$ cat config.mk
export PLATFORM = sky130hd
export DESIGN_NAME = ram_stream_reader
export DESIGN_NICKNAME = d
export VERILOG_FILES = /design/src/rtl/ram_stream_reader.sv
export SDC_FILE = /design/constraint.sdc
export NUM_CORES = 1
export LEC_CHECK = 0
export ABC_AREA = 0
export CORE_ASPECT_RATIO = 1.5
export CORE_MARGIN = 1
export CORE_UTILIZATION = 40
export DETAILED_ROUTE_END_ITERATION = 10
export GPL_ROUTABILITY_DRIVEN = 0
export PLACE_DENSITY = 0.74
export SLEW_MARGIN = 20
export SYNTH_ARGS = -nofsm -noshare
export SYNTH_HDL_FRONTEND = slang
export SYNTH_SLANG_ARGS = --single-unit
$ cat constraint.sdc
create_clock -name ap_clk -period 3.5 [get_ports ap_clk]
set_input_delay 0.35 -clock ap_clk [delete_from_list [all_inputs] [get_ports ap_clk]]
set_output_delay 0.35 -clock ap_clk [all_outputs]
set_load 0.02 [all_outputs]
$ cat src/rtl/ram_stream_reader.sv
// Reads len words from a 1-cycle-latency RAM starting at base and streams them out.
// Optional out_last port enabled by defining RAM_STREAM_READER_LAST_EN.
module ram_stream_reader #(
    parameter int DataWidth    = 32,
    parameter int AddressWidth = 8,
    parameter int AddressRange = 256
) (
    input  logic                    ap_clk,
    input  logic                    ap_rst,
    input  logic                    start,
    input  logic [AddressWidth-1:0] base,
    input  logic [AddressWidth:0]   len,
    output logic                    busy,
    output logic                    done,
    output logic [AddressWidth-1:0] address0,
    output logic                    ce0,
    input  logic [DataWidth-1:0]    q0,
    output logic [DataWidth-1:0]    out_data,
    output logic                    out_valid,
    input  logic                    out_ready
`ifdef RAM_STREAM_READER_LAST_EN
    ,
    output logic                    out_last
`endif
);

    localparam logic [1:0] IDLE  = 2'd0;
    localparam logic [1:0] RUN   = 2'd1;
    localparam logic [1:0] DRAIN = 2'd2;

    localparam logic [AddressWidth:0] LenMax = (AddressWidth + 1)'(AddressRange);
    localparam logic [AddressWidth:0] LenOne = (AddressWidth + 1)'(1);

    logic [1:0]              state;
    logic [AddressWidth-1:0] base_r;
    logic [AddressWidth:0]   len_r;
    logic [AddressWidth:0]   issue_cnt;
    logic                    inflight;
    logic                    done_r;

    logic [DataWidth-1:0]    mem [2];
    logic                    wr_ptr;
    logic                    rd_ptr;
    logic [1:0]              count;

    logic [1:0]              occ;
    logic                    issue;
    logic                    last_issue;
    logic                    xfer;
    logic                    push;
    logic                    pop;
    logic                    last_xfer;
    logic [AddressWidth:0]   len_eff;

    // Occupancy counts stored words plus the read whose data arrives this cycle.
    assign occ        = count + {1'b0, inflight};
    assign issue      = (state == RUN) && (occ < 2'd2);
    assign last_issue = issue && ((issue_cnt + LenOne) == len_r);
    assign xfer       = out_valid && out_ready;
    // Arriving data bypasses the FIFO when it is empty and taken immediately.
    assign push       = inflight && !(xfer && (count == 2'd0));
    assign pop        = xfer && (count != 2'd0);
    assign last_xfer  = (state == DRAIN) && xfer && (occ == 2'd1);
    assign len_eff    = (len > LenMax) ? LenMax : len;

    assign ce0       = issue;
    assign address0  = issue ? (base_r + issue_cnt[AddressWidth-1:0]) : '0;
    assign out_valid = (count != 2'd0) || inflight;
    assign out_data  = (count != 2'd0) ? mem[rd_ptr] : (inflight ? q0 : '0);
    assign busy      = (state != IDLE);
    assign done      = done_r;

`ifdef RAM_STREAM_READER_LAST_EN
    // In DRAIN every read is issued, so a single outstanding word is the final one.
    assign out_last = (state == DRAIN) && (occ == 2'd1);
`endif

    always_ff @(posedge ap_clk or posedge ap_rst) begin
        if (ap_rst) begin
            state     <= IDLE;
            base_r    <= '0;
            len_r     <= '0;
            issue_cnt <= '0;
            inflight  <= 1'b0;
            done_r    <= 1'b0;
        end else begin
            inflight <= issue;
            done_r   <= 1'b0;
            case (state)
                IDLE: begin
                    if (start) begin
                        if (len_eff != '0) begin
                            base_r    <= base;
                            len_r     <= len_eff;
                            issue_cnt <= '0;
                            state     <= RUN;
                        end else begin
                            done_r <= 1'b1;
                        end
                    end
                end
                RUN: begin
                    if (issue) begin
                        issue_cnt <= issue_cnt + LenOne;
                    end
                    if (last_issue) begin
                        state <= DRAIN;
                    end
                end
                DRAIN: begin
                    if (last_xfer) begin
                        state  <= IDLE;
                        done_r <= 1'b1;
                    end
                end
                default: state <= IDLE;
            endcase
        end
    end

    always_ff @(posedge ap_clk or posedge ap_rst) begin
        if (ap_rst) begin
            mem[0] <= '0;
            mem[1] <= '0;
            wr_ptr <= 1'b0;
            rd_ptr <= 1'b0;
            count  <= '0;
        end else begin
            if (push) begin
                mem[wr_ptr] <= q0;
                wr_ptr      <= ~wr_ptr;
            end
            if (pop) begin
                rd_ptr <= ~rd_ptr;
            end
            case ({push, pop})
                2'b10:   count <= count + 2'd1;
                2'b01:   count <= count - 2'd1;
                default: count <= count;
            endcase
        end
    end

endmodule

== After elaboration in Yosys (flattened, before gate mapping) ==
Cells that the tools add are included.

* Word-level logic and storage cells: 81
* Output and inout port bits: 44
* ROM bits: 0
* Bits in latches: 0
* Memory bits (writable): 0
* Bits of input ports: 53
* Memories kept: 0
* Register bits after elaboration: 98

* Order comparisons: 5
* Shift-type cells: 0
* Multiplexer cells: 24
* Bitwise operators: 4
* Reduce and logical (&&, ||, !) cells: 21
* Add/sub/neg operators: 5
* Divide/modulo/power cells: 0
* Equality and inequality tests: 11
* $mul: 0

{| class="wikitable"
|+ Operators with widths
! cell !! number
|-
| 2-to-1 mux 32 bit || 6
|-
| bitwise mux 64 bit || 1
|-
| 2-to-1 mux 9 bit || 4
|-
| demux 32 bit (select 1 bit) || 1
|-
| case mux 9 bit (2 select lines) || 1
|-
| inequality test 2 bit, second input constant || 5
|-
| adder 9 x 1 -> 9 bit, second input constant || 1
|-
| == test 9 bit || 1
|-
| greater-than comparator 9 bit, second input constant || 1
|-
| logical AND 1 bit || 9
|-
| nonzero test 9 bit || 1
|-
| adder 8 bit || 1
|-
| 2-to-1 mux 2 bit || 4
|-
| 2-to-1 mux 8 bit || 1
|-
| AND reduction 4 bit || 2
|-
| nonzero test 2 bit || 4
|-
| == test 2 x 1 -> 1 bit, second input constant || 3
|-
| case mux 2 bit (3 select lines) || 1
|-
| == test 2 bit, second input constant || 2
|-
| >= comparator 2 bit, second input constant || 2
|-
| zero test 2 bit || 2
|-
| inverter 1 -> 2 bit || 2
|-
| case mux 2 bit (2 select lines) || 1
|-
| 2-to-1 mux 1 bit || 3
|-
| 10 further kinds || 11
|}

== Longest topological paths before layout ==
* Depth in word-level cells: 8
* Gate-level depth with buffers: 8
* Gate-level depth less buffers: 7

== Worst setup path before layout ==
No wires, ideal clock.

* Path type: register -> output
* Start: register issue_cnt[0]
* End: output address0[6]
* Cell stages (with the launch flop): 8
* Required time: 3150 ps
* Path buffers: 0
* Data arrival time: 2080 ps
* Slack: 1070 ps
* Path through: dfrtp_1 -> ha_1 -> fa_1 -> a21o_1 -> a21oi_1 -> o21bai_1 -> a21oi_1 -> mux2i_1

* Word-level cells in the longest chain between the ends: 2

{| class="wikitable"
|+ RTL lines
! element !! RTL line !! source
|-
| start, declared || 37 || <nowiki>logic [AddressWidth:0] issue_cnt;</nowiki>
|-
| start signal, assigned || 104 || <nowiki>issue_cnt <= issue_cnt + LenOne;</nowiki>
|-
| adder 8 bit || 67 || <nowiki>assign address0 = issue ? (base_r + issue_cnt[AddressWidth-1:0]) : '0;</nowiki>
|-
| 2-to-1 mux 8 bit || 67 ||
|-
| end, declared || 15 || <nowiki>output logic [AddressWidth-1:0] address0,</nowiki>
|}

Every way passes these cells.

== Worst setup path in the final report ==
* Start: register issue_cnt[1]
* End: output address0[5]

The elaborated chain is that of the path after synthesis.

==> reports/metrics.cfg <==
[timing]
rsz0062_at_grt=false
slew_headroom_pct=48.4
min_period_over_period_pct=88.9
fmax_mhz=321
worstMarginPinSlew_ns=0.773
setup_slack_ns=0.389
setup_tns_ns=0
hold_ws_ns=0.409
fin_skew_ns=0.00764
finalSetupViolCount=0
period_needed_ns=3.11
final_max_slew_viol_count=0
hold_viol=0

[clock_network]
clkTransAtPathRegs_ns=0.07
cts_sinks=98
clk_path_buf_depth=2
htreeDepth=3
clock_latency_ns=0.35
cts_root_buffer=clkbuf_16
postCtsHoldBufs=0
cts_resized=0
cts_tree=yes
cts_buffers=9
postCtsSetupBuffers=0

[grt]
grtUsageMet1_pct=19.3
met2_usage_pct=34.0
busiest_layer=met2
grt_pass1_vias=4142
antenna_found_initial=0
grt_pass1_wl_mm=19.2
overflow=0
grt_max_degree=61
grt_util_all_layers_pct=18.1
grtUsageMet3_pct=3.21

[place]
post-place-ws_ns=0.574
hpwl_mm=8.31
io_buffer_count=96

[worst_setup_path]
cpMostUsedCell=a21oi_1
reg2reg_depth=7
path_cells=ha_1, a21o_1, a21oi_1, o21ai_0, a21oi_1, mux2i_1, clkdlybuf4s50_1
critical_path.max_stage_delay_ns=0.63
reg2reg_from=count[0]
required_ns=3.15
timing.rr.end=state[0]
end_kind=output pin
path_max_fanout=7
crit_arrival_ns=2.76
cp_slowest_cell=clkdlybuf4s50_1
r2r_setup_slack_ns=1.22
crit_type=register to output pin
crit_path_start_kind=register

[synth]
synth-seq-cells=98
yosysSeqAreaShare_pct=46.8
synth_area_leaders=dfrtp_1 (47%), mux2_2 (15%), mux2i_1 (6.7%), o21ai_0 (5.0%), nand3_1 (3.7%)
synth_edf_count=0
yosysTopAreaCell=dfrtp_1
netlist_area_mm2=0.00524
syn_nets=540
ys_types=50
yosys_warnings=0
yosys-top-cells-count=dfrtp_1 (98), mux2_2 (72), o21ai_0 (52)
syn_area_per_cell_um2=11.0
syn_inst=476
synth_most_common_cell=dfrtp_1
synth_flop_cell=dfrtp_1
ys_async_sr_fraction_pct=100
synth_top_cell_area_share_pct=46.8

[detailed_routing]
ant_nets=0
drcViolationCount=0
wirelength_mm=11.8
num_vias=3971
drt_iter0_drc=102
wl_per_cell_um=16.3
via_per_inst=5.48
first_pass_iters=4

[power]
p_per_area_mw_per_mm2=1040
leakage_nw=2.79
ir_drop_v=0.000509

[die]
dieArea_mm2=0.0136
core_area_mm2=0.0126
io_pins=97
start_util_pct=41.5
die_x_um=95.5
die_y_um=142
num_rows=50

[min_path]
hold_path_class=primary input to async pin

[cells_and_area]
drive_gt1_share_pct=19.2
antenna_cells=0
area_growth_syn_to_layout_pct=26.8
fin_nets=627

[flow_run]
drv_cap=0

[run_status]
outcome=finished, final reports clean

-- sequential cells by signal, summed over array words and instances (netlist names), 2 cells and up --
signal and cells:
state 2, count 2, len_r 9, issue_cnt 9, base_r 8, mem 64
-- layout by cell type (no fill, tap or decap), types with 3 or more instances in the layout --
cell             count
and2_1               3
xor2_1               9
inv_1                5
a21oi_1              8
xnor2_1             14
a21o_1               3
nor2_1              14
and3_1               4
nand2_1             24
ha_1                10
clkinvlp_4           3
clkbuf_16            9
mux2_2              72
mux2i_1             35
or3_1                5
nor2b_1              3
clkdlybuf4s50_1     95
nand3_1             39
buf_4                8
o31ai_1              3
o21ai_0             52
dfrtp_1             97
nand2b_1            10
-- how the worst max path moves through the flow --
stage                 start     endpoint  depth (start not counted)
2_1_floorplan        ap_rst    base_r[0]                          1
3_3_place_gp   issue_cnt[0]  address0[6]                          8
4_1_cts        issue_cnt[0]  address0[6]                          8
6_report       issue_cnt[1]  address0[5]                          7
5_1_grt        issue_cnt[1]  address0[5]                          7
3_5_place_dp   issue_cnt[0]  address0[6]                          8
-- through the flow --
stage | cells | utilization [%] | instance area [µm²] | power (mW)
4_1_cts | 724 | 52.6 | 6650 | 6.99
3_5_place_dp | 708 | 50.4 | 6370 | 6.04
6_report | 724 | 52.6 | 6650 | 6.93
2_1_floorplan | 476 | - | 5240 | 4.57
3_3_place_gp | 708 | 50.4 | 6370 | 5.91
5_1_grt | 724 | 52.6 | 6650 | 7.40
-- layer usage --
| metal | wire length (µm) | up-vias |
|---|---|---|
| met5 | 0 | - |
| met4 | 235 | 0 |
| met3 | 525 | 18 |
| met2 | 6330 | 120 |
| met1 | 4730 | 1955 |
| li1 | - | 1878 |
-- cells by family after synthesis --
family	Yosys count	share of synthesized area [%]
AO/OA/AOI/OAI	81	9.26
XOR/XNOR	23	3.84
adder cells (fa/ha/maj)	11	2.77
buffers and inverters	37	3.39
flip-flops	98	46.8
multiplexers	108	22.4
AND/OR/NAND/NOR	118	11.6
-- worst max-delay path, delay by kind of cell, from the launching register on --
kind | cells | cell delay (ns)
compound gates | 4 | 0.78
fa+ha+maj | 1 | 0.32
flops | 1 | 0.47
buf+inv | 1 | 0.63
mux | 1 | 0.22
-- layout make-up --
| class | count | area, µm² |
|---|---|---|
| Multi-Input combinational cell | 341 | 2630 |
| Fill cell | 1116 | 5990 |
| Sequential cell | 98 | 2450 |
| Tap cell | 156 | 195 |
| Clock buffer | 10 | 229 |
| Inverter | 7 | 28.8 |
| Timing Repair Buffer | 106 | 1060 |
| Clock inverter | 6 | 51.3 |
-- report_power, final --
part           leakage [nW]  internal [mW]  switching (mW)
clock                 0.127          0.491           0.451
sequential             1.18           1.67           0.403
combinational          1.48           1.96            1.96
(Power assumes the default switching activity.)
